$ cat config.mk
export PLATFORM = sky130hd
export DESIGN_NAME = corr_matrix_collect
export DESIGN_NICKNAME = d
export VERILOG_FILES = /design/src/rtl/corr_matrix_collect.sv
export SDC_FILE = /design/constraint.sdc
export NUM_CORES = 1
export LEC_CHECK = 0
export CAP_MARGIN = 20
export CORE_MARGIN = 2
export CORE_UTILIZATION = 64
export CTS_CLUSTER_DIAMETER = 100
export DETAILED_ROUTE_END_ITERATION = 6
export GPL_TIMING_DRIVEN = 0
export HOLD_SLACK_MARGIN = 0.02
export PLACE_DENSITY = 0.85
export REMOVE_ABC_BUFFERS = 1
export SLEW_MARGIN = 40
export SYNTH_ARGS = -nofsm -noshare
export SYNTH_HDL_FRONTEND = slang
export SYNTH_SLANG_ARGS = --single-unit
$ cat constraint.sdc
create_clock -name i_clk -period 11.8 [get_ports i_clk]
set_input_delay 1.77 -clock i_clk [delete_from_list [all_inputs] [get_ports i_clk]]
set_output_delay 1.77 -clock i_clk [all_outputs]
set_load 0.01 [all_outputs]
$ cat src/rtl/corr_matrix_collect.sv
// corr_matrix_collect: gathers one frame of NUM_ENTRIES complex correlation
// results from the correlator, then replays them in order to a downstream
// consumer under a valid/ready handshake.
module corr_matrix_collect #(
    parameter int DATA_WIDTH_BITS = 12,
    parameter int NUM_ENTRIES     = 10,
    localparam int RW    = 2*DATA_WIDTH_BITS + 1,
    localparam int IDX_W = (NUM_ENTRIES > 1) ? $clog2(NUM_ENTRIES) : 1,
    localparam int CNT_W = $clog2(NUM_ENTRIES + 1)
) (
    input  logic             i_clk,
    input  logic             i_reset,
    input  logic [RW-1:0]    i_r,
    input  logic [RW-1:0]    i_c,
    input  logic             i_valid,
    input  logic             i_flush,
    input  logic             i_ready,
    output logic [RW-1:0]    o_r,
    output logic [RW-1:0]    o_c,
    output logic [IDX_W-1:0] o_idx,
    output logic             o_valid,
    output logic             o_last,
    output logic [CNT_W-1:0] o_count,
    output logic             o_overflow
);

    typedef enum logic {COLLECT = 1'b0, READOUT = 1'b1} state_t;

    localparam logic [IDX_W-1:0] LAST_IDX = IDX_W'(NUM_ENTRIES - 1);

    state_t           state_q, state_d;
    logic [IDX_W-1:0] wr_idx_q, wr_idx_d;
    logic [IDX_W-1:0] rd_idx_q, rd_idx_d;
    logic [CNT_W-1:0] cnt_q, cnt_d;
    logic             ovf_q, ovf_d;
    logic             we;

    // {imag, real} per slot; never cleared so flush/frame end only touch indices
    logic [2*RW-1:0]  mem [NUM_ENTRIES];
    logic [2*RW-1:0]  rd_word;

    // state, indices, count and sticky overflow; async reset abandons the frame
    always_ff @(posedge i_clk or negedge i_reset) begin
        if (!i_reset) begin
            state_q  <= COLLECT;
            wr_idx_q <= '0;
            rd_idx_q <= '0;
            cnt_q    <= '0;
            ovf_q    <= 1'b0;
        end else begin
            state_q  <= state_d;
            wr_idx_q <= wr_idx_d;
            rd_idx_q <= rd_idx_d;
            cnt_q    <= cnt_d;
            ovf_q    <= ovf_d;
        end
    end

    // next-state logic; flush overrides everything, including a same-cycle write
    always_comb begin
        state_d  = state_q;
        wr_idx_d = wr_idx_q;
        rd_idx_d = rd_idx_q;
        cnt_d    = cnt_q;
        ovf_d    = ovf_q;
        we       = 1'b0;
        if (i_flush) begin
            state_d  = COLLECT;
            wr_idx_d = '0;
            rd_idx_d = '0;
            cnt_d    = '0;
            ovf_d    = 1'b0;
        end else begin
            case (state_q)
                COLLECT: begin
                    if (i_valid) begin
                        we    = 1'b1;
                        cnt_d = cnt_q + CNT_W'(1);
                        if (wr_idx_q == LAST_IDX) begin
                            wr_idx_d = '0;
                            state_d  = READOUT;
                        end else begin
                            wr_idx_d = wr_idx_q + IDX_W'(1);
                        end
                    end
                end
                READOUT: begin
                    // results arriving while the frame is still being drained are lost
                    if (i_valid) ovf_d = 1'b1;
                    if (i_ready) begin
                        if (rd_idx_q == LAST_IDX) begin
                            state_d  = COLLECT;
                            rd_idx_d = '0;
                            cnt_d    = '0;
                        end else begin
                            rd_idx_d = rd_idx_q + IDX_W'(1);
                        end
                    end
                end
                default: state_d = COLLECT;
            endcase
        end
    end

    // storage write port, bit-exact copy of the input pair
    always_ff @(posedge i_clk) begin
        if (we) mem[wr_idx_q] <= {i_c, i_r};
    end

    // output view: the slot at rd_idx while reading out, zeros otherwise
    always_comb begin
        rd_word    = mem[rd_idx_q];
        o_valid    = (state_q == READOUT);
        o_last     = o_valid && (rd_idx_q == LAST_IDX);
        o_r        = o_valid ? rd_word[RW-1:0]    : '0;
        o_c        = o_valid ? rd_word[2*RW-1:RW] : '0;
        o_idx      = o_valid ? rd_idx_q           : '0;
        o_count    = cnt_q;
        o_overflow = ovf_q;
    end

endmodule

# Yosys cells after proc, flatten, opt, wreduce, memory -nomap -nowiden
# Memory sizes are Yosys's and may differ from the RTL's.
# Cells that the tools add are included.
# W data, S select, Z words.
# word_totals
register_bits,14
mem_count,1
input_bits,55
mem_bits_rw,500
word_cells,54
# classes
n_addsub,3
bitwise_logic,1
reduce_logical,8
n_mux,30
n_eq_ne,6
# memory_table
name,depth,word_bits,read_ports,rd_clocked_by_memory_dff,wr,line,text
mem,10,50,1,0,1,39,logic [2*RW-1:0] mem [NUM_ENTRIES];
# op_table
op,count
$mux W4,13
$mux W25,2
$mux W1,13
$add A4 B1 Y4 const B,3
$eq A4 B4 Y1 const B,2
$pmux W4 S2,1
$ne A3 B3 Y1 const B,2
$reduce_and A2 Y1,3
$reduce_bool A2 Y1,3
$ne A3 B2 Y1 const B,1
$reduce_and A3 Y1,1
$ne A2 B2 Y1 const B,1
$pmux W1 S2,1
$logic_and A1 B1 Y1,1
$not A1 Y1,1

# Depth between registers and ports, before layout
# Gate-level depths: netlist of run 1.
# logic_depth
ltp_word,5
mapped_depth,7
mapped_depth_nobuf,6

# Worst setup path after synthesis of run 1
# OpenSTA, ideal clock, no wires.
# synth_path
path_kind,input-to-reg
start,input i_valid
end,"memory mem[6][0] in the netlist's numbering, enable pin"
arrival_time_ps,6900
slack_ps,4318
path_stages,4
setup_time_ps,582
path_cell_list,nor2b_1 > buf_2 > nand2_1 > nor4_1
# synth_between
elab_chain_len,5
# synth_lines
item,line,text
"start, declared",15,"input logic i_valid,"
$mux W1,76,if (i_valid) begin
$mux W1,74,case (state_q)
$mux W1,67,if (i_flush) begin
$mux W1,107,"if (we) mem[wr_idx_q] <= {i_c, i_r};"
$mux W1 (not written as such),107,
"end, declared",39,
# No other way between the ends.

# Final worst setup path of run 1
# layout_path
start,register rd_idx_q[0]
end,output o_c[20]
# layout_between
elab_chain_len,2
# layout_lines
item,line,text
"start, declared",33,"logic [IDX_W-1:0] rd_idx_q, rd_idx_d;"
"start signal, assigned",53,rd_idx_q <= rd_idx_d;
$mem_v2 Z10 W50,--,
$mux W25,116,o_c = o_valid ? rd_word[2*RW-1:RW] : '0;
"end, declared",19,"output logic [RW-1:0] o_c,"
# No other way between the ends.

==> metrics.md, run 1 <==
| Metric | Value |
|---|---|
| Status | completed |
| Routability cong. | 0.720 |
| Pins over their slew limit | 0 |
| Cell mode on critical path | buf_12 |
| Routed Antenna Nets | 0 |
| Total global-route track usage | 27.7% |
| Post-route DRC | 0 |
| Count of different cell masters after synthesis | 32 |
| Most frequent cell after synthesis | edfxtp_1 |
| Critical Path AT | 3.58 ns |
| Fin. Hold Viols | 0 |
| Synth warn | 0 |
| Worst stage delay on the critical path | 0.82 ns |
| Antenna violations before repair | 1 |
| Worst-path fanout max | 35 |
| Syn-to-layout area delta | 18.9% |
| Tightest Pin Transition | 0.724 ns |
| Max-capacitance violation count | 0 |
| Postcts setup bufs | 0 |
| Part of the cycle the worst path needs | 45.3% |
| Max VDD drop | 0.124 mV |
| Count of final setup violators | 0 |
| Post-Syn Instances | 1,219 |
| Top delay family on crit path | buffers and inverters |
| Worst Clk Skew | 0.0178 ns |
| Resized Gates After CTS | 0 |
| CTS tree | done |
| H-tree levels | 2 |
| Layout Nets | 1,459 |
| Total length of routed wires | 45,400 µm |
| Die area | 0.0334 mm² |
| Sequential share of the synthesized area | 75.2% |
| IO Count | 116 |
| Clk sinks | 514 |
| F_max | 187 MHz |
| Dpl cell area | 0.0227 mm² |
| Ranking of synthesized cells by area | edfxtp_1 (73%), mux2i_1 (12%), a22oi_1 (3.7%) |
| Avg Synthesized Cell Area | 16.8 µm² |
| Final Core Density | 77.2% |
| Slew HR | 51.5% |
| Fillers | 1,608 |
| Core ar. | 0.0315 mm² |
| Vias in the first global route | 11,717 |
| Initial Util | 64.9% |
| Number of diodes | 0 |
| Synth Flop Type | edfxtp_1 |
| Crit path capture type | primary output |
| Worst Setup Path Type | flip-flop to primary output |
| Largest net degree at the start of global routing | 41 |
| Cell Rows | 65 |
| DRT iter0 DRCs | 1,322 |
| Worst min path class | flip-flop to flip-flop |
| Reg clk slew, reported paths | 0.06 ns |
| Leakage | 0.00740 µW |
| Crit path required time | 10.03 ns |
| IO buf count | 115 |
| Inserted Clock Buffers | 49 |
| GRT Residual Overflow | 0 |
| Share of cells above drive strength 1 | 12.0% |
| Startpoint Class | flip-flop |
| DIE WIDTH | 183 µm |
| RSZ-0062 raised after global routing | false |
| Pwr Density | 150 mW/mm² |
| Post-route cell area | 0.0243 mm² |
| Hold_buf cts | 0 |
| Vias | 11,621 |
| Clock Latency Late Sink | 0.57 ns |
| First-pass GRT wire length | 69,200 µm |
| Fraction of registers with async set or reset after synthesis | 2.72% |
| Die height | 183 µm |
| Area leader, netlist | edfxtp_1 |
| CP cell instances | buf_12 > buf_12 > buf_12 > buf_12 > mux2i_1 > a22oi_1 > a21oi_1 > nor2_1 > clkdlybuf4s50_1 |
| Pwr Total | 3630 µW |
| Critical path buffers and inverters | 5 |
| Hpwl dp | 27,400 µm |
| Post-DR wirelength/cell | 24.7 µm |
| Area share of the leading cell type in the synthesized netlist | 73.5% |
| Via/cell ratio | 6.32 |
| CTS max path bufs | 3 |
| Root buffer cell | clkbuf_16 |
| CP max-delay cell | dfrtp_4 |
| Seq cells post-synth | 514 |
| Detailed Routing Iterations Pass 1 | 6 |
| EDFF count, synth | 500 |
| Minimum clock period | 5.35 ns |
| Leading post-synthesis cells by instance count | edfxtp_1 (500), mux2i_1 (251), nand2_1 (106) |
| Mapped Area | 0.0204 mm² |
## metal layers
metal / GRT usage [%] / vias up / share of wire (%) / wire [µm]
met1: 37.8 / 5792 / 39 / 17600
met3: 4.49 / 97 / 8.2 / 3730
met5: 0 / - / 0.029 / 13
met4: 9.97 / 2 / 2.7 / 1230
li1: - / 5078 / - / -
met2: 45.9 / 652 / 50 / 22800
## state kept, by name, summed over array words and instances (netlist names)
signal,flops
wr_idx_q,4
o_count,4
mem,500
o_overflow,1
o_valid,1
rd_idx_q,4
## kinds of logic (layout without fill, tap and decap cells)
logic type	after synthesis	count (layout)	share of synthesized area (%)
fa+ha+maj	3	3	0.184
xor+xnor	4	4	0.171
flops	514	514	75.2
compound gates	164	164	5.26
buf+inv	75	294	2.69
mux	251	251	12.3
simple gates	208	208	4.22
## area by class of cell
class	instances	area, µm²	share of cell area (%)
clock inverter	29	239	0.984
timing repair buffer	205	2250	9.26
clock buffer	59	1310	5.38
multi-input combinational	630	4610	19.0
inverter	1	3.75	0.0155
tap	402	503	2.07
sequential	514	15400	63.3
## power by group
part	switching [µW]	total (µW)	internal [µW]
clock network	645	1520	873
logic	51.9	85.3	33.4
registers	6.98	2030	2020
## path summary, 6_finish.rpt
path	from	end	slack (ns)	depth (start not counted)
worst min register to register	o_overflow	o_overflow	0.52	2
worst max register to register	o_valid	mem[6][32]	8.30	8
max in group asynchronous	i_reset	rd_idx_q[3]	9.66	1
min in group asynchronous	i_reset	wr_idx_q[3]	1.63	1
worst min-delay path	o_overflow	o_overflow	0.52	2
worst max-delay path	rd_idx_q[0]	o_c[20]	6.45	9
## cells in the final DEF (no fill, tap or decap), types with 3 or more instances in the layout
| master | instances |
|---|---|
| edfxtp_1 | 500 |
| mux2i_1 | 251 |
| clkdlybuf4s50_1 | 115 |
| nand2_1 | 106 |
| a22oi_1 | 100 |
| a21oi_1 | 60 |
| nor2_1 | 60 |
| clkbuf_16 | 51 |
| buf_2 | 32 |
| buf_4 | 19 |
| clkinv_1 | 15 |
| buf_8 | 15 |
| buf_16 | 12 |
| buf_12 | 12 |
| dfrtp_1 | 11 |
| clkbuf_1 | 8 |
| nor3_1 | 7 |
| clkinv_2 | 7 |
| nor2_4 | 6 |
| and2_1 | 5 |
| nand2b_1 | 5 |
| nor3_2 | 4 |
| bufinv_16 | 4 |
| xor2_1 | 3 |
| o21ai_0 | 3 |
| ha_1 | 3 |
| dfrtp_4 | 3 |
## per-stage QoR
step / std cells / hold WS, ns / TNS [ns] / setup slack [ns]
after floorplan: 1145 / 0.526 / 0 / 1.23
after global placement: 1662 / 0.480 / -150.68 / -2.03
after detailed placement: 1752 / 0.510 / 0 / 6.77
after CTS: 1840 / 0.532 / 0 / 6.45
after global routing: 1840 / 0.562 / 0 / 6.28
final: 1840 / 0.517 / 0 / 6.45
## worst reg2reg max path: cells and delay by family, from the launching register on
| kind | cells | cell delay (ns) |
|---|---|---|
| buffers and inverters | 5 | 1.05 |
| DFF | 1 | 0.70 |
| and+or+nand+nor | 3 | 1.49 |
Power figures use the tool's default switching activity.
==> run 2: changes to the inputs <==
- CORE_UTILIZATION: 64 -> 54
- PLACE_DENSITY: 0.85 -> 0.76
- clock period: 11.8 -> 4.72 ns (I/O delays scaled with it)
==> metrics.md, run 2 (synthesized netlist as in run 1, its figures left out) <==
| Metric | Value |
|---|---|
| Critical hold path startpoint | o_overflow (unchanged) |
| Final Core Density | 65.5% (was 77.2%) |
| Pins over their slew limit | 0 (unchanged) |
| Sw power | 1730 µW (was 704 µW) |
| Flop2flop setup slack | 1.50 ns (was 8.30 ns) |
| Routability cong. | 0.712 (was 0.720) |
| Root buffer cell | clkbuf_16 (unchanged) |
| Internal power | 7370 µW (was 2930 µW) |
| Detailed Routing Iterations Pass 1 | 5 (was 6) |
| Part of the cycle the worst path needs | 90.6% |
| Resized Gates After CTS | 0 (unchanged) |
| Total global-route track usage | 22.5% (was 27.7%) |
| Clock power share | 41.9% (was 41.8%) |
| Minimum clock period | 4.27 ns |
| Area occupied by multi-input gates | 0.00461 mm² (unchanged) |
| DIE WIDTH | 199 µm (was 183 µm) |
| Postcts setup bufs | 0 (unchanged) |
| GRT Residual Overflow | 0 (unchanged) |
| Worst Clk Skew | 0.0120 ns (was 0.0178 ns) |
| Max reg flops | 500 (unchanged) |
| Pwr Total | 9100 µW (was 3630 µW) |
| Hold_buf cts | 0 (unchanged) |
| R2R cell count | 7 (was 8) |
| Register area | 0.0154 mm² (unchanged) |
| Vias | 11,376 (was 11,621) |
| DRT iter0 DRCs | 1,021 (was 1,322) |
| Max-capacitance violation count | 0 (unchanged) |
| Fin. Hold Viols | 0 (unchanged) |
| First-pass GRT wire length | 66,000 µm (was 69,200 µm) |
| F_max | 234 MHz |
| Post-route DRC | 0 (unchanged) |
| Status | completed (unchanged) |
| Layout Nets | 1,466 (was 1,459) |
| RSZ-0062 raised after global routing | false (unchanged) |
| Most common cell after layout, fill and taps aside | edfxtp_1 (unchanged) |
| CTS max path bufs | 3 (unchanged) |
| Reg power frac | 55.8% (was 55.9%) |
| Initial Util | 54.5% (was 64.9%) |
| Startpoint Class | flip-flop (unchanged) |
| Antenna violations before repair | 2 (was 1) |
| H-tree levels | 2 (unchanged) |
| Die height | 199 µm (was 183 µm) |
| Clock Latency Late Sink | 0.55 ns (was 0.57 ns) |
| Worst-path fanout max | 33 (was 35) |
| Via/cell ratio | 5.81 (was 6.32) |
| Leakage | 0.00747 µW (was 0.00740 µW) |
| Die area | 0.0394 mm² (was 0.0334 mm²) |
| R2r endpoint | mem[6][4] (was mem[6][32]) |
| Clk sinks | 514 (unchanged) |
| Routed Antenna Nets | 0 (unchanged) |
| Total length of routed wires | 43,900 µm (was 45,400 µm) |
| Pwr Density | 370 mW/mm² (was 150 mW/mm²) |
| Worst min path class | flip-flop to flip-flop (unchanged) |
| Reg2Reg Launch Point | o_valid (unchanged) |
| Largest net degree at the start of global routing | 39 (was 41) |
| Inserted Clock Buffers | 49 (unchanged) |
| Hold path endpoint | o_overflow (unchanged) |
| Critical Path AT | 3.57 ns (was 3.58 ns) |
| Reg clk slew, reported paths | 0.06 ns (about the same) |
| Cell Rows | 71 (was 65) |
| Fillers | 2,506 (was 1,608) |
| Vias in the first global route | 11,346 (was 11,717) |
| Share of cells above drive strength 1 | 12.8% (was 12.0%) |
| Crit path capture type | primary output (unchanged) |
| Slew HR | 51.2% (was 51.5%) |
| Core ar. | 0.0375 mm² (was 0.0315 mm²) |
| Hpwl dp | 28,600 µm (was 27,400 µm) |
| Hold Crit Depth | 2 (unchanged) |
| Most frequent cells in the layout | edfxtp_1 (500), mux2i_1 (251), clkdlybuf4s50_1 (115) (unchanged) |
| Max VDD drop | 0.320 mV (was 0.124 mV) |
| Post-DR wirelength/cell | 22.4 µm (was 24.7 µm) |
| IO buf count | 115 (unchanged) |
| CTS tree | done (unchanged) |
| Count of final setup violators | 0 (unchanged) |
| IO Count | 116 (unchanged) |
| Switching Share | 19.0% (was 19.4%) |
| Syn-to-layout area delta | 20.2% (was 18.9%) |
| Number of diodes | 0 (unchanged) |
| Worst Setup Path Type | flip-flop to primary output (unchanged) |
| Combinational share of power | 2.3% (about the same) |
| Tightest Pin Transition | 0.730 ns (was 0.724 ns) |
| Most flops, register | mem (unchanged) |
| Crit path required time | 4.01 ns (was 10.03 ns) |
[run 2: per-layer routing]
layer  vias to the layer above  track usage (%)  wire length, µm
li1                       5087                -                -
met1                      5771             32.7            19300
met2                       431             35.3            20700
met3                        83             3.93             3040
met4                         4             6.69              898
met5                         -                0               27
[run 2: how the worst max path moves through the flow]
stage | from | to | slack [ns] | depth (start not counted)
floorplan | rd_idx_q[0] | o_last | -4.79 | 2
finish | rd_idx_q[0] | o_r[0] | 0.45 | 9
global placement | o_valid | mem[6][4] | -8.71 | 3
CTS | rd_idx_q[0] | o_r[0] | 0.44 | 9
detailed placement | i_valid | mem[6][4] | 1.01 | 8
global route | rd_idx_q[0] | o_r[0] | 0.30 | 9
[run 2: cell type report]
| class | count | share of cell area (%) |
|---|---|---|
| inverter | 1 | 0.0153 |
| timing repair buffer | 212 | 9.55 |
| tap | 511 | 2.60 |
| clock buffer | 70 | 5.69 |
| multi-input combinational | 630 | 18.8 |
| clock inverter | 21 | 0.744 |
| sequential | 514 | 62.6 |
[run 2: critical path: stages (launching register included)]
cell and delay, ns:
dfrtp_4 0.62, buf_12 0.30, buf_12 0.29, buf_12 0.28
buf_12 0.28, mux2i_1 0.11, a22oi_1 0.23, a21oi_1 0.11
nor2_1 0.17, clkdlybuf4s50_1 0.57
[run 2: metrics by stage]
step	std cells	hold slack, ns	area (µm²)	setup WS, ns	setup TNS [ns]
global placement	1771	0.482	21700	-8.71	-2667.48
global route	1959	0.567	24600	0.297	0
floorplan	1145	0.412	19900	-4.79	-553.28
detailed placement	1868	0.493	23000	1.01	0
CTS	1959	0.511	24600	0.436	0
finish	1959	0.505	24600	0.446	0
[run 2: power by group through the flow]
stage,clock [µW],sequential [µW],combinational (µW)
finish,3810,5070,212
floorplan,0,5170,64.0
global placement,0,5180,182
CTS,3860,5070,213
global route,4020,5070,231
detailed placement,0,5170,210
